===== src/rtl/reflet_mem_bridge.sv =====
// Bridge between the CPU's reduced-behavior stage and a valid/ready memory port.
// Stalls the CPU for each access and flags a sticky bus error on timeout.
module reflet_mem_bridge #(
    parameter int wordsize = 16,
    parameter int timeout  = 255
) (
    input  logic                clk,
    input  logic                reset,
    input  logic [wordsize-1:0] cpu_addr,
    input  logic [wordsize-1:0] cpu_wdata,
    input  logic                cpu_write_en,
    input  logic                cpu_read_en,
    output logic [wordsize-1:0] cpu_rdata,
    output logic                cpu_enable,
    output logic [wordsize-1:0] mem_addr,
    output logic [wordsize-1:0] mem_wdata,
    output logic                mem_we,
    output logic                mem_valid,
    input  logic                mem_ready,
    input  logic [wordsize-1:0] mem_rdata,
    output logic                bus_error
);

    localparam int cnt_w = (timeout < 1) ? 1 : $clog2(timeout + 1);
    localparam logic [cnt_w-1:0] cnt_last = cnt_w'((timeout > 0) ? (timeout - 1) : 0);
    localparam logic [cnt_w-1:0] cnt_max  = {cnt_w{1'b1}};

    typedef enum logic [1:0] {
        IDLE = 2'd0,
        WAIT = 2'd1,
        DONE = 2'd2
    } state_t;

    state_t              state_r;
    logic [wordsize-1:0] mem_addr_r;
    logic [wordsize-1:0] mem_wdata_r;
    logic                mem_we_r;
    logic                mem_valid_r;
    logic [wordsize-1:0] cpu_rdata_r;
    logic [cnt_w-1:0]    wait_cnt_r;
    logic                bus_error_r;
    logic                req_s;
    logic                timeout_hit_s;
    logic                cpu_enable_s;

    assign req_s         = cpu_write_en | cpu_read_en;
    // The counter sits at timeout-1 in the last allowed WAIT cycle; this edge makes it reach timeout.
    assign timeout_hit_s = (timeout > 0) && (wait_cnt_r == cnt_last);

    // CPU advance strobe: must drop in the same IDLE cycle a request appears.
    always_comb begin
        cpu_enable_s = 1'b0;
        case (state_r)
            IDLE: begin
                if (req_s) begin
                    cpu_enable_s = 1'b0;
                end else begin
                    cpu_enable_s = 1'b1;
                end
            end
            WAIT:    cpu_enable_s = 1'b0;
            DONE:    cpu_enable_s = 1'b1;
            default: cpu_enable_s = 1'b0;
        endcase
    end

    // Access sequencing, memory request registers, read capture and timeout tracking.
    always_ff @(posedge clk) begin
        if (!reset) begin
            state_r     <= IDLE;
            mem_addr_r  <= {wordsize{1'b0}};
            mem_wdata_r <= {wordsize{1'b0}};
            mem_we_r    <= 1'b0;
            mem_valid_r <= 1'b0;
            cpu_rdata_r <= {wordsize{1'b0}};
            wait_cnt_r  <= {cnt_w{1'b0}};
            bus_error_r <= 1'b0;
        end else begin
            case (state_r)
                IDLE: begin
                    if (req_s) begin
                        mem_addr_r  <= cpu_addr;
                        mem_wdata_r <= cpu_wdata;
                        mem_we_r    <= cpu_write_en;
                        mem_valid_r <= 1'b1;
                        wait_cnt_r  <= {cnt_w{1'b0}};
                        state_r     <= WAIT;
                    end else begin
                        mem_valid_r <= 1'b0;
                    end
                end
                WAIT: begin
                    if (mem_ready) begin
                        if (!mem_we_r) begin
                            cpu_rdata_r <= mem_rdata;
                        end
                        mem_valid_r <= 1'b0;
                        state_r     <= DONE;
                    end else if (timeout_hit_s) begin
                        if (!mem_we_r) begin
                            cpu_rdata_r <= {wordsize{1'b0}};
                        end
                        wait_cnt_r  <= wait_cnt_r + cnt_w'(1);
                        bus_error_r <= 1'b1;
                        mem_valid_r <= 1'b0;
                        state_r     <= DONE;
                    end else if (wait_cnt_r != cnt_max) begin
                        wait_cnt_r  <= wait_cnt_r + cnt_w'(1);
                    end else begin
                        wait_cnt_r  <= wait_cnt_r;
                    end
                end
                DONE: begin
                    mem_valid_r <= 1'b0;
                    state_r     <= IDLE;
                end
                default: begin
                    mem_valid_r <= 1'b0;
                    state_r     <= IDLE;
                end
            endcase
        end
    end

    assign cpu_enable = cpu_enable_s;
    assign cpu_rdata  = cpu_rdata_r;
    assign mem_addr   = mem_addr_r;
    assign mem_wdata  = mem_wdata_r;
    assign mem_we     = mem_we_r;
    assign mem_valid  = mem_valid_r;
    assign bus_error  = bus_error_r;

endmodule

===== config.mk =====
export PLATFORM = sky130hd
export DESIGN_NAME = reflet_mem_bridge
export DESIGN_NICKNAME = d
export VERILOG_FILES = /design/src/rtl/reflet_mem_bridge.sv
export SDC_FILE = /design/constraint.sdc
export NUM_CORES = 1
export LEC_CHECK = 0
export BUFFER_PORTS_ARGS = -buffer_cell sky130_fd_sc_hd__buf_2
export CELL_PAD_IN_SITES_DETAIL_PLACEMENT = 0
export CELL_PAD_IN_SITES_GLOBAL_PLACEMENT = 1
export CORE_MARGIN = 2
export CORE_UTILIZATION = 33
export CTS_CLUSTER_DIAMETER = 80
export DETAILED_ROUTE_END_ITERATION = 8
export PLACE_DENSITY_LB_ADDON = 0.1
export SETUP_SLACK_MARGIN = 0.05
export SYNTH_ARGS = -nofsm -noshare
export SYNTH_HDL_FRONTEND = slang
export SYNTH_SLANG_ARGS = --single-unit

===== constraint.sdc =====
create_clock -name clk -period 1.9 [get_ports clk]
set_clock_uncertainty 0.1 [all_clocks]
set_input_delay 0.475 -clock clk [delete_from_list [all_inputs] [get_ports clk]]
set_output_delay 0.475 -clock clk [all_outputs]
set_load 0.005 [all_outputs]

==> impl_results.md, run 1 <==
- Power share of the sequential group: 46.9%
- Initial DRC Count: 109
- 1st-pass router iterations: 4
- Switching Share: 26.5%
- Clock Tree Buf Depth: 2
- Minimum clock period: 1.76 ns
- Post-layout util: 46.9%
- R2R Path Start: state_r[0]
- Data arrival, critical path: approximately 1.2 ns
- Ant. Diodes: 0
- Async S/R FF share, synth: 0%
- Ports: 105
- Setup Buffers After CTS: 0
- Area Overhead vs Synth: 36.0%
- R2r worst-path depth: 5
- CTS tree: done
- Pins Over Slew Limit: 0
- Worst-Margin Slew: 0.923 ns
- # fillers: 758
- Post-synth EDFFs: 0
- Initial Util: 34.5%
- Status: finished, final reports clean
- Net Switching: 792 uW
- Syn_area_per_cell: between 9 and 10 sq um
- Syn Nets: 316
- Cells after synthesis: 261
- Clock power share: 38.9%
- Non-Filler Instances: approximately 470
- PwrDens: 921 nW/um^2
- Worst setup margin: 0.140 ns
- Max-slew headroom: approximately two fifths
- Max_cap viols: 0
- CP endpoint kind: output pin
- Max VDD drop: 415 uV
- Worst Hold Class: primary input to register
- CP Data Required Time: 1.32 ns
- Most frequent cells in the layout: 104 x buf_2, 68 x nand2_1, 60 x dfxtp_1
- Die Y: ~89 um
- Number of synthesized register bits: 61
- Core Area: around 6900 sq um
- Vias per cell: 4.72
- Clk Latency, worst-skew pair: 0.33 ns
- Root Buffer: clkbuf_8
- Post-DP HPWL: 4230 um
- HP Start: mem_rdata[9]
- Die W: roughly 89 um
- Hold Crit Depth: 2
- Synth Flop Type: dfxtp_1
- Worst hold slack: 0.252 ns
- Setup CP Type: primary input to output pin
- DR WL/cell: 13.3 um
- Initial antenna violation count: 0
- Setup-failing EPs final: 0
- Crit-path max FO: 3
- Leakage: 0.00155 uW
- Die area: slightly below 8000 sq um
- Cell-internal power: 2190 uW
- DRC violation count after routing: 0
- CTS H-tree lvls: 3
- Max Fclk: roughly 570 MHz
- Critical Path Source: cpu_write_en
- Clk slew on worst S/H paths: around 0.070 ns
- Congestion Overflow GR: 0
- Vias in the first global route: around 2,000
- RSZ-0062 raised after global routing: no
- Comb pwr share: 14.2%
- WL final: 6300 um
- Tot GR Track Use: 15.8%
- Number of port buffers: 104
- Cell variety after synth: 39
- Worst Setup Start Kind: primary input
- Placed Cells: roughly 460
- TNS Setup: 0 ns
- Largest net degree at the start of global routing: 28
- Placement Setup Slack: -0.202 ns
- Rows: 30
- Layout cells sized above 1: between 30% and 40%
- Routed vias: 2,229
- Global-route wire length before repair: 9670 um
- Final GP Congestion: slightly above 0.7
- Total CTS buffers: 9
- Hold Vio Cnt, Final: 0
- Crit share post-route: 92.6%
- Clock Sinks: 61
- Final nets: 426
- Ys Warns: 0
- Seq/Total Area, Yosys: 51.3%
- Final antenna-violating net count: 0
- Post-Synthesis Cell Area: 2380 sq um
- Most common cell after layout, fill and taps aside: buf_2
-- through the flow --
step                      instance area (sq um)  power [uW]
final                                      3240        2980
after global routing                       3240        3150
after CTS                                  3220        3020
after detailed placement                   3020        1840
after global placement                     3020        1840
after floorplan                            2380        1650
-- final cells by class --
cell class                 count  area, sq um  share of cell area [%]
inverter                       2         7.51                   0.232
timing repair buffer         117          631                    19.5
multi-input combinational    180         1060                    32.7
sequential                    61         1220                    37.7
clock inverter                 5         58.8                    1.82
clock buffer                  11          141                    4.36
tap                           96          120                    3.71
-- path summary, 6_finish.rpt --
check / endpoint / slack, ns
worst max-delay path: cpu_enable / 0.14
worst min-delay path: cpu_rdata[9] / 0.25
worst max register to register: wait_cnt_r[7] / 0.23
worst min register to register: mem_addr[11] / 0.35
-- registers in the layout, indices dropped and copies added (netlist names) --
register	count
cpu_rdata	16
mem_we	1
bus_error	1
wait_cnt_r	8
state_r	2
mem_valid	1
mem_wdata	16
mem_addr	16
-- metal layers --
metal	vias to the layer above	part of all wire [%]	GRT usage [%]
met5	-	0	0
met2	83	44	23.5
met4	0	0.67	5.83
met1	1005	45	20.0
met3	8	10	7.76
li1	1133	-	-
-- cell usage after synthesis, types with 3 or more instances --
library cell / n / area share [%]
dfxtp_1: 61 / 51
nand2b_1: 3 / 0.79
nand3_1: 4 / 0.84
o31ai_1: 5 / 1.6
a22o_1: 16 / 5.9
buf_2: 5 / 1.1
a21oi_1: 37 / 7.8
nor2_1: 7 / 1.1
or3_1: 3 / 0.79
buf_6: 6 / 2.8
nand2_1: 68 / 11
clkbuf_1: 8 / 1.3
o41ai_2: 3 / 2.0
-- timing repair --
item                                    CTS  global route
pin swaps                                 1             1
gates cloned                              0             1
resized for setup                         1             4
endpoints found under the setup margin   25            18
hold buffers                              0             0
-- logic make-up (layout without fill, tap and decap cells) --
group / after synthesis / after routing / synth area share (%)
buf+inv: 21 / 135 / 5.46
simple gates: 103 / 104 / 20.3
fa+ha+maj: 2 / 2 / 1.05
compound gates: 74 / 74 / 21.9
flops: 61 / 61 / 51.3
-- worst max-delay path, stage by stage --
cell and delay, ns:
buf_2 0.12, nor2_2 0.21, buf_4 0.16, nor2_1 0.03, nor2_1 0.08, buf_2 0.11
-- power groups by stage --
stage | clock, uW | combinational, uW | sequential [uW]
2_1_floorplan | 0 | 221 | 1430
4_1_cts | 1200 | 422 | 1400
6_report | 1160 | 423 | 1400
3_3_place_gp | 0 | 419 | 1420
5_1_grt | 1260 | 480 | 1410
3_5_place_dp | 0 | 417 | 1430
(Power assumes the default switching activity.)
==> run 2: changes to the inputs <==
--- a/config.mk
+++ b/config.mk
@@ -5,14 +5,15 @@
 export SDC_FILE = /design/constraint.sdc
 export NUM_CORES = 1
 export LEC_CHECK = 0
-export BUFFER_PORTS_ARGS = -buffer_cell sky130_fd_sc_hd__buf_2
 export CELL_PAD_IN_SITES_DETAIL_PLACEMENT = 0
 export CELL_PAD_IN_SITES_GLOBAL_PLACEMENT = 1
-export CORE_MARGIN = 2
-export CORE_UTILIZATION = 33
+export CORE_MARGIN = 4
+export CORE_UTILIZATION = 44
 export CTS_CLUSTER_DIAMETER = 80
 export DETAILED_ROUTE_END_ITERATION = 8
+export DONT_BUFFER_PORTS = 1
 export PLACE_DENSITY_LB_ADDON = 0.1
+export RECOVER_POWER = 100
 export SETUP_SLACK_MARGIN = 0.05
 export SYNTH_ARGS = -nofsm -noshare
 export SYNTH_HDL_FRONTEND = slang
==> run 2 against run 1 <==
- cell count fell by 28%
- core utilization grew 3.6 points
- die area fell by 16%
- flip-flop and latch count unchanged
- worst setup slack better by 0.086 ns
- critical path type is now register to register
==> impl_results.md, run 2 (synthesized netlist as in run 1, its figures left out) <==
- Core Area: 5170 sq um (-25%)
- Slowest cell on crit path: dfxtp_1
- Clk Latency, worst-skew pair: 0.33 ns (about the same)
- Congestion Overflow GR: 0 (unchanged)
- Grt met3 use: 8.11% (+0.36 points)
- 1st-pass router iterations: 4 (unchanged)
- Crit-path max FO: 16 (+13)
- Vias per cell: 5.36 (+14%)
- Initial antenna violation count: 0 (unchanged)
- Hold Vio Cnt, Final: 0 (unchanged)
- Root Buffer: clkbuf_8
- Top cell family by delay on the critical path: compound AO/OA/AOI/OAI gates
- Largest net degree at the start of global routing: 28 (unchanged)
- Data arrival, critical path: 1.85 ns (+0.66 ns)
- CTS H-tree lvls: 3 (unchanged)
- Number of port buffers: 0 (-100%)
- Clock Sinks: 61 (unchanged)
- Setup-failing EPs final: 0 (unchanged)
- Minimum clock period: 1.67 ns (-0.0862 ns)
- Met1 track demand over resource: 20.7% (+0.71 points)
- Status: finished, final reports clean
- WL final: 5490 um (-13%)
- Max VDD drop: 560 uV (+35%)
- Most common cell after layout, fill and taps aside: nand2_1
- Pins Over Slew Limit: 0 (unchanged)
- Final antenna-violating net count: 0 (unchanged)
- Reg area: 1220 sq um (-0.10%)
- Total CTS buffers: 9 (unchanged)
- Die W: 81.6 um (-8.3%)
- Reg-to-reg setup timing slack: 0.23 ns (about the same)
- Setup CP Type: register to register
- # fillers: 525 (-31%)
- Cells along the critical path: inv_1, ha_1, nand3_1, o21bai_1, a21oi_4, a22o_1
- Final GP Congestion: 0.736 (+3.8%)
- Rows: 26 (-13%)
- Clk slew on worst S/H paths: 0.07 ns (about the same)
- Buffers & Inverters on Critical Path: 1 (-2)
- Clock Tree Buf Depth: 2 (unchanged)
- Post-DP HPWL: 3870 um (-8.4%)
- Most frequent cells in the layout: 68 x nand2_1, 61 x dfxtp_1, 37 x a21oi_1
- Global-route wire length before repair: 8360 um (-14%)
- Met2 usage: 23.3% (-0.25 points)
- Final nets: 318 (-25%)
- Worst Hold Class: primary input to register
- Vias in the first global route: 1,693 (-17%)
- Leakage: 0.00102 uW (-34%)
- CP endpoint kind: register
- Crit share post-route: 88.1% (-4.5 points)
- Initial Util: 46.0% (+12 points)
- Area Overhead vs Synth: 9.67%
- PwrDens: 1080 nW/um^2 (+17%)
- GRT Max-Usage Layer: met2
- Die Y: 81.6 um (-8.3%)
- Area of the multi-input gates: 1030 sq um (-3.0%)
- Routed vias: 1,813 (-19%)
- Ant. Diodes: 0 (unchanged)
- Initial DRC Count: 94 (-14%)
- CTS tree: done
- RSZ-0062 raised after global routing: no
- Ports: 105 (unchanged)
- Worst Setup Start Kind: register
- DRC violation count after routing: 0 (unchanged)
- Max-slew headroom: 65.2% (+27 points)
- Worst hold slack: 0.169 ns (-0.0832 ns)
- DR WL/cell: 16.2 um (+22%)
- Die area: 6650 sq um (-16%)
- Worst-Margin Slew: 0.522 ns (-0.402 ns)
- Worst stage delay on the critical path: 0.41 ns (+0.20 ns)
- Tot GR Track Use: 16.4% (+0.56 points)
- TNS Setup: 0 ns (unchanged)
- CP Data Required Time: 2.07 ns (+0.75 ns)
- Hold_buf cts: 0 (unchanged)
- Layout cells sized above 1: 13.1% (-26 points)
- Max Fclk: 597 MHz (+5.1%)
- Max_cap viols: 0 (unchanged)
==> run 2: cell types whose count changed in the layout (fill, tap and decap cells not counted), moves of 2 or more <==
cell     delta
buf_4       -4
o41ai_2     -2
buf_2     -104
o41ai_1     +2
==> run 2: worst reg2reg max path, delay by kind of cell (launching register included) <==
family,cells,cell delay [ns]
adder cells (fa/ha/maj),1,0.20
flip-flops,1,0.41
buffers and inverters,1,0.06
AND/OR/NAND/NOR,1,0.10
AO/OA/AOI/OAI,3,0.76
==> run 2: cell type report <==
| class | count | area share (%) |
|---|---|---|
| repair buffers | 10 | 2.64 |
| clock buffers | 9 | 4.74 |
| inverters | 2 | 0.287 |
| well taps | 70 | 3.35 |
| multi-input cells | 179 | 39.3 |
| flip-flops and latches | 61 | 46.8 |
| clock inverters | 7 | 2.87 |
==> run 2: power by group <==
| part | internal, uW | switching (uW) | total (uW) |
|---|---|---|---|
| combinational | 90.2 | 159 | 249 |
| sequential | 1360 | 69.5 | 1430 |
| clock | 609 | 530 | 1140 |
| total | 2060 | 758 | 2820 |
==> run 2: per-stage QoR <==
stage               util (%)  area (sq um)  setup slack, ns  cells  power [uW]
finish                  50.5          2610            0.226    338        2820
floorplan                  -          2380            0.286    261        1650
detailed placement      47.2          2440            0.103    322        1720
global route            50.5          2610           0.0562    338        2970
CTS                     51.0          2640           0.0920    338        2860
global placement        47.2          2440            0.123    322        1720
==> run 2: what timing repair did <==
item	CTS	global route
resized for setup	0	2
endpoints found under the setup margin	0	22
setup buffers	0	0
==> run 2: layer usage <==
layer	vias to the layer above	part of all wire [%]	routed length, um
met5	-	0	0
met4	0	1.0	55
met3	6	11	630
met2	70	45	2460
met1	822	43	2350
li1	915	-	-
==> run 2: worst paths after layout <==
kind,from,end,cells after the start
worst max-delay path,wait_cnt_r[0],cpu_rdata[10],6
worst min-delay path,mem_rdata[14],cpu_rdata[14],1
worst max register to register,wait_cnt_r[0],cpu_rdata[10],6
worst min register to register,mem_addr[6],mem_addr[6],2
